==> config.mk <==
export PLATFORM = sky130hd
export DESIGN_NAME = serial_adder_nbit
export DESIGN_NICKNAME = d
export VERILOG_FILES = /design/src/rtl/adder_pkg.sv /design/src/rtl/full_adder_slice.sv /design/src/rtl/serial_adder_nbit.sv
export SDC_FILE = /design/constraint.sdc
export NUM_CORES = 1
export LEC_CHECK = 0
export ABC_AREA = 1
export CORE_MARGIN = 2
export CORE_UTILIZATION = 29
export DETAILED_ROUTE_END_ITERATION = 8
export DONT_BUFFER_PORTS = 1
export GPL_TIMING_DRIVEN = 0
export MAX_ROUTING_LAYER = met4
export PLACE_DENSITY = 0.42
export SLEW_MARGIN = 10
export SYNTH_ARGS = -nofsm -noshare
export SYNTH_HDL_FRONTEND = slang
export SYNTH_SLANG_ARGS = --single-unit
==> constraint.sdc <==
create_clock -name clk -period 5.8 [get_ports clk]
set_clock_uncertainty 0.2 [all_clocks]
set_input_delay 1.16 -clock clk [delete_from_list [all_inputs] [get_ports clk]]
set_output_delay 1.16 -clock clk [all_outputs]
set_load 0.03 [all_outputs]
==> src/rtl/adder_pkg.sv <==
// Shared types and helpers for the digit-serial adder.
package adder_pkg;

  typedef enum logic [1:0] {
    IDLE = 2'd0,
    RUN  = 2'd1,
    DONE = 2'd2
  } state_t;

  // Digit counter width; a single-digit adder still needs one counter bit.
  function automatic int cnt_width(input int ndig);
    return (ndig <= 1) ? 1 : $clog2(ndig);
  endfunction

endpackage

==> src/rtl/full_adder_slice.sv <==
// Combinational DIGIT-bit ripple built from 1-bit full adders.
module full_adder_slice #(
  parameter int DIGIT = 2
) (
  input  logic [DIGIT-1:0] x,
  input  logic [DIGIT-1:0] y,
  input  logic             ci,
  output logic [DIGIT-1:0] s,
  output logic             co
);

  always_comb begin
    logic c;
    c = ci;
    s = '0;
    for (int i = 0; i < DIGIT; i++) begin
      s[i] = x[i] ^ y[i] ^ c;
      c    = (x[i] & y[i]) | (c & (x[i] ^ y[i]));
    end
    co = c;
  end

endmodule

==> src/rtl/serial_adder_nbit.sv <==
// Digit-serial WIDTH-bit adder: DIGIT bits per clock through one ripple slice.
// Valid/ready on both sides: a transfer happens on a rising edge where valid && ready.
// Optional subtract mode is enabled by defining SERIAL_ADDER_SUB_EN (adds the sub port).
module serial_adder_nbit
  import adder_pkg::*;
#(
  parameter int WIDTH = 8,
  parameter int DIGIT = 2
) (
  input  logic             clk,
  input  logic             rst_n,
  input  logic             in_valid,
  output logic             in_ready,
  input  logic [WIDTH-1:0] a,
  input  logic [WIDTH-1:0] b,
  input  logic             cin,
`ifdef SERIAL_ADDER_SUB_EN
  input  logic             sub,
`endif
  output logic             out_valid,
  input  logic             out_ready,
  output logic [WIDTH-1:0] sum,
  output logic             cout,
  output logic             busy
);

  localparam int NDIG = WIDTH / DIGIT;
  localparam int CW   = cnt_width(NDIG);

  generate
    if (WIDTH < 1 || DIGIT < 1 || (WIDTH % DIGIT) != 0) begin : g_bad_params
      $error("serial_adder_nbit: WIDTH must be >= 1 and a multiple of DIGIT >= 1");
    end
  endgenerate

  state_t           r_state;
  logic [WIDTH-1:0] r_a;
  logic [WIDTH-1:0] r_b;
  logic [WIDTH-1:0] r_sum;
  logic [CW-1:0]    r_cnt;
  logic             r_carry;
  logic             r_cout;

  logic [DIGIT-1:0] w_x;
  logic [DIGIT-1:0] w_y;
  logic [DIGIT-1:0] w_s;
  logic             w_co;
  logic [WIDTH-1:0] w_b_in;
  logic             w_c_in;

  // Subtraction is a + ~b + 1, so b is inverted once at accept time.
`ifdef SERIAL_ADDER_SUB_EN
  assign w_b_in = sub ? ~b : b;
  assign w_c_in = sub ? 1'b1 : cin;
`else
  assign w_b_in = b;
  assign w_c_in = cin;
`endif

  always_comb begin
    w_x = '0;
    w_y = '0;
    for (int k = 0; k < NDIG; k++) begin
      if (r_cnt == CW'(k)) begin
        w_x = r_a[k*DIGIT +: DIGIT];
        w_y = r_b[k*DIGIT +: DIGIT];
      end
    end
  end

  full_adder_slice #(.DIGIT(DIGIT)) u_slice (
    .x  (w_x),
    .y  (w_y),
    .ci (r_carry),
    .s  (w_s),
    .co (w_co)
  );

  always_ff @(posedge clk or negedge rst_n) begin
    if (!rst_n) begin
      r_state <= IDLE;
      r_a     <= '0;
      r_b     <= '0;
      r_sum   <= '0;
      r_cnt   <= '0;
      r_carry <= 1'b0;
      r_cout  <= 1'b0;
    end else begin
      case (r_state)
        IDLE: begin
          if (in_valid) begin
            r_a     <= a;
            r_b     <= w_b_in;
            r_carry <= w_c_in;
            r_cnt   <= '0;
            r_state <= RUN;
          end
        end
        RUN: begin
          for (int k = 0; k < NDIG; k++) begin
            if (r_cnt == CW'(k)) r_sum[k*DIGIT +: DIGIT] <= w_s;
          end
          r_carry <= w_co;
          // Leaving RUN on the last digit keeps the counter from wrapping.
          if (r_cnt == CW'(NDIG - 1)) begin
            r_cout  <= w_co;
            r_state <= DONE;
          end else begin
            r_cnt <= r_cnt + CW'(1);
          end
        end
        DONE: begin
          if (out_ready) r_state <= IDLE;
        end
        default: r_state <= IDLE;
      endcase
    end
  end

  assign in_ready  = (r_state == IDLE);
  assign out_valid = (r_state == DONE);
  assign busy      = (r_state == RUN) || (r_state == DONE);
  assign sum       = r_sum;
  assign cout      = r_cout;

endmodule

==> flow_summary.yaml <==
run_status:
  status: "completed"
logic_synthesis:
  yosysTopAreaCell: "dfrtp_1"
  syn-cell-area_um2: 1513
  syn-num-nets: 212
  synth-edff-count: 0
  postSynthAreaPerCell_um2: 8.312
  ys.flop_type: "dfrtp_1"
  yosys-top-cells-count: "nand2_1, dfrtp_1, nand3_1, inv_1, o21ai_0"
  syn_inst: 182
  synth-seq-area-share_pct: 49.63
  ys_types: 17
  ys_ff_latch: 30
  synth_area_leaders: "dfrtp_1, nand2_1, nand3_1, ha_1, inv_1"
  yosysMostFrequentCell: "nand2_1"
  yosysTopAreaCellShare_pct: 49.63
  async_reset_ff_share_pct: 100.0
  yosys_warnings: 0
pwr:
  p_sw_mw: 0.4866
  p_sw_share_pct: 47.54
  comb_power_share_pct: 43.9
  ir_drop_mv: 0.1449
  p_clk_share_pct: 15.4
  p_int_mw: 0.5370
  p_seq_share_pct: 40.7
  leakage_nw: 0.8737
  p_per_area_nw_per_um2: 609.6
clocking:
  clkTransAtPathRegs_ns: 0.06
  holdBufCountCts: 0
  cts_buffer_depth: 2
  cts_tree: "done"
  cts_sinks: 30
  h-tree-depth: 2
  cts_setup_buffers: 0
  numCtsBuffers: 5
  cts.root.buffer_cell: "clkbuf_8"
  clock_latency_ns: 0.28
  ctsResizeCount: 0
finish:
  antenna_cells: 0
  layout-drive-gt1-share_pct: 9.524
  syn_to_final_growth_pct: 11.00
  fin_area_um2: 1679
  finalNonFillerCells: 259
  layout.nets: 219
  fillers: 582
timing:
  tightest_slew_ns: 0.3564
  fin_crit_ns: 2.682
  final_hold_viol_count: 0
  finalCritPeriodShare_pct: 46.23
  fin_ws_ns: 3.118
  rsz0062_at_grt: "false"
  fin_setup_tns_ns: 0
  setup_viol: 0
  final_max_slew_viol_count: 0
  relSlewSlack_pct: 76.24
  fmax_mhz: 372.9
setup_path:
  reg2reg_from: "r_cnt[0]"
  required_ns: 5.79
  crit_start: "r_cnt[0]"
  cp-start-kind: "register"
  crit_type: "register to register"
  worst_setup_path_end_kind: "register"
  arrival_ns: 2.67
  path_max_fanout: 6
global_route:
  grt_pass1_wl_um: 5789
  grt_max_degree: 31
  track_usage_pct: 13.27
  grt-ovfl-total: 0
  antenna_found_initial: 0
  first_global_vias: 1206
floorplan:
  rows: 26
  io_pins: 33
  die_w_um: 76.23
  fp.dieH_um: 76.23
  core_area_um2: 5075
  fp.dieArea_um2: 5810
  start_util_pct: 29.81
placed_design:
  place_ws_ns: 3.140
  port_buffers: 0
  dp_hpwl_um: 2493
  globalplace.congestion: 0.8048
  numPlacedInstances: 252
  place_area_um2: 1600
drt:
  wire_per_inst_um: 12.81
  drt_iter0_drc: 49
  drc: 0
  vias: 1158
  ant_nets: 0
  drt_pass1_iterations: 4
  viasPerCell: 4.471
  routed_wl_um: 3319
job:
  cap_violations: 0
hold_path:
  min_path_type: "register to register"
  hp-start: "r_b[5]"
## flip-flops by register name (all words and copies together) (netlist names)
name,flops
cout,1
r_cnt,2
r_a,8
sum,8
r_carry,1
r_state,2
r_b,8
## power groups by stage
stage	clock network [mW]	logic (mW)	registers [mW]
final	0.158	0.449	0.417
after global routing	0.175	0.528	0.429
after CTS	0.165	0.460	0.419
after detailed placement	0	0.460	0.422
after global placement	0	0.451	0.418
after floorplan	0	0.361	0.399
## per-stage QoR
stage          total power [mW]  hold slack (ns)  utilization (%)
6_report                  1.024           0.2791            33.09
5_1_grt                   1.132           0.3107            33.09
4_1_cts                   1.044           0.2841            33.09
3_5_place_dp             0.8823           0.2681            31.53
3_3_place_gp             0.8688           0.2672            31.53
2_1_floorplan            0.7601           0.2417                -
## worst max-delay path: stages (launching register included)
cell,delay [ns]
dfrtp_1,0.42
inv_1,0.11
ha_1,0.31
inv_1,0.13
nor2_1,0.10
nor2_1,0.04
nand2_1,0.06
nand2_1,0.07
fa_1,0.40
fa_1,0.49
inv_1,0.08
o21ai_0,0.18
## worst paths after layout
| kind | end | slack [ns] | cells after the start |
|---|---|---|---|
| hold reg to reg | r_b[5] | 0.28 | 2 |
| setup / recovery | sum[3] | 3.12 | 11 |
| setup reg to reg | sum[3] | 3.12 | 11 |
| max in group asynchronous | r_b[4] | 4.95 | 0 |
| min in group asynchronous | cout | 0.37 | 0 |
| hold / removal | r_b[5] | 0.28 | 2 |
## cell families (layout without fill, tap and decap cells)
| kind of cell | Yosys count | count (layout) | share of synthesized area, % |
|---|---|---|---|
| simple gates | 97 | 97 | 26.47 |
| fa+ha+maj | 9 | 9 | 8.437 |
| flops | 30 | 30 | 49.63 |
| buf+inv | 23 | 30 | 7.610 |
| compound gates | 23 | 23 | 7.857 |
## area by class of cell
class,count,area [um2],area share [%]
multi-input combinational,129,646.9,38.52
sequential,30,750.7,44.71
clock inverter,2,10.01,0.5961
tap,70,87.58,5.216
inverter,17,63.81,3.800
buffer,6,51.30,3.055
clock buffer,5,68.82,4.098
## placed cells by master (no fill, tap or decap), drive strengths merged
| cell type | netlist | final |
|---|---|---|
| nand2 | 70 | 70 |
| dfrtp | 30 | 30 |
| nand3 | 19 | 19 |
| inv | 17 | 17 |
| o21ai | 14 | 14 |
| a21oi | 9 | 9 |
| nor2 | 8 | 8 |
| ha | 7 | 7 |
| buf | 6 | 6 |
| clkbuf | 0 | 5 |
| fa | 2 | 2 |
| clkinv | 0 | 2 |
## layer usage
layer  global-route usage, %  up-vias  routed length (um)
li1                        -      584                   -
met1                   16.67      540                1509
met2                   19.91       28                1620
met3                   4.028        6                 129
met4                   5.636        0                  60
met5                       -        -                   0
No activity file was read; power rests on OpenSTA's default activity.
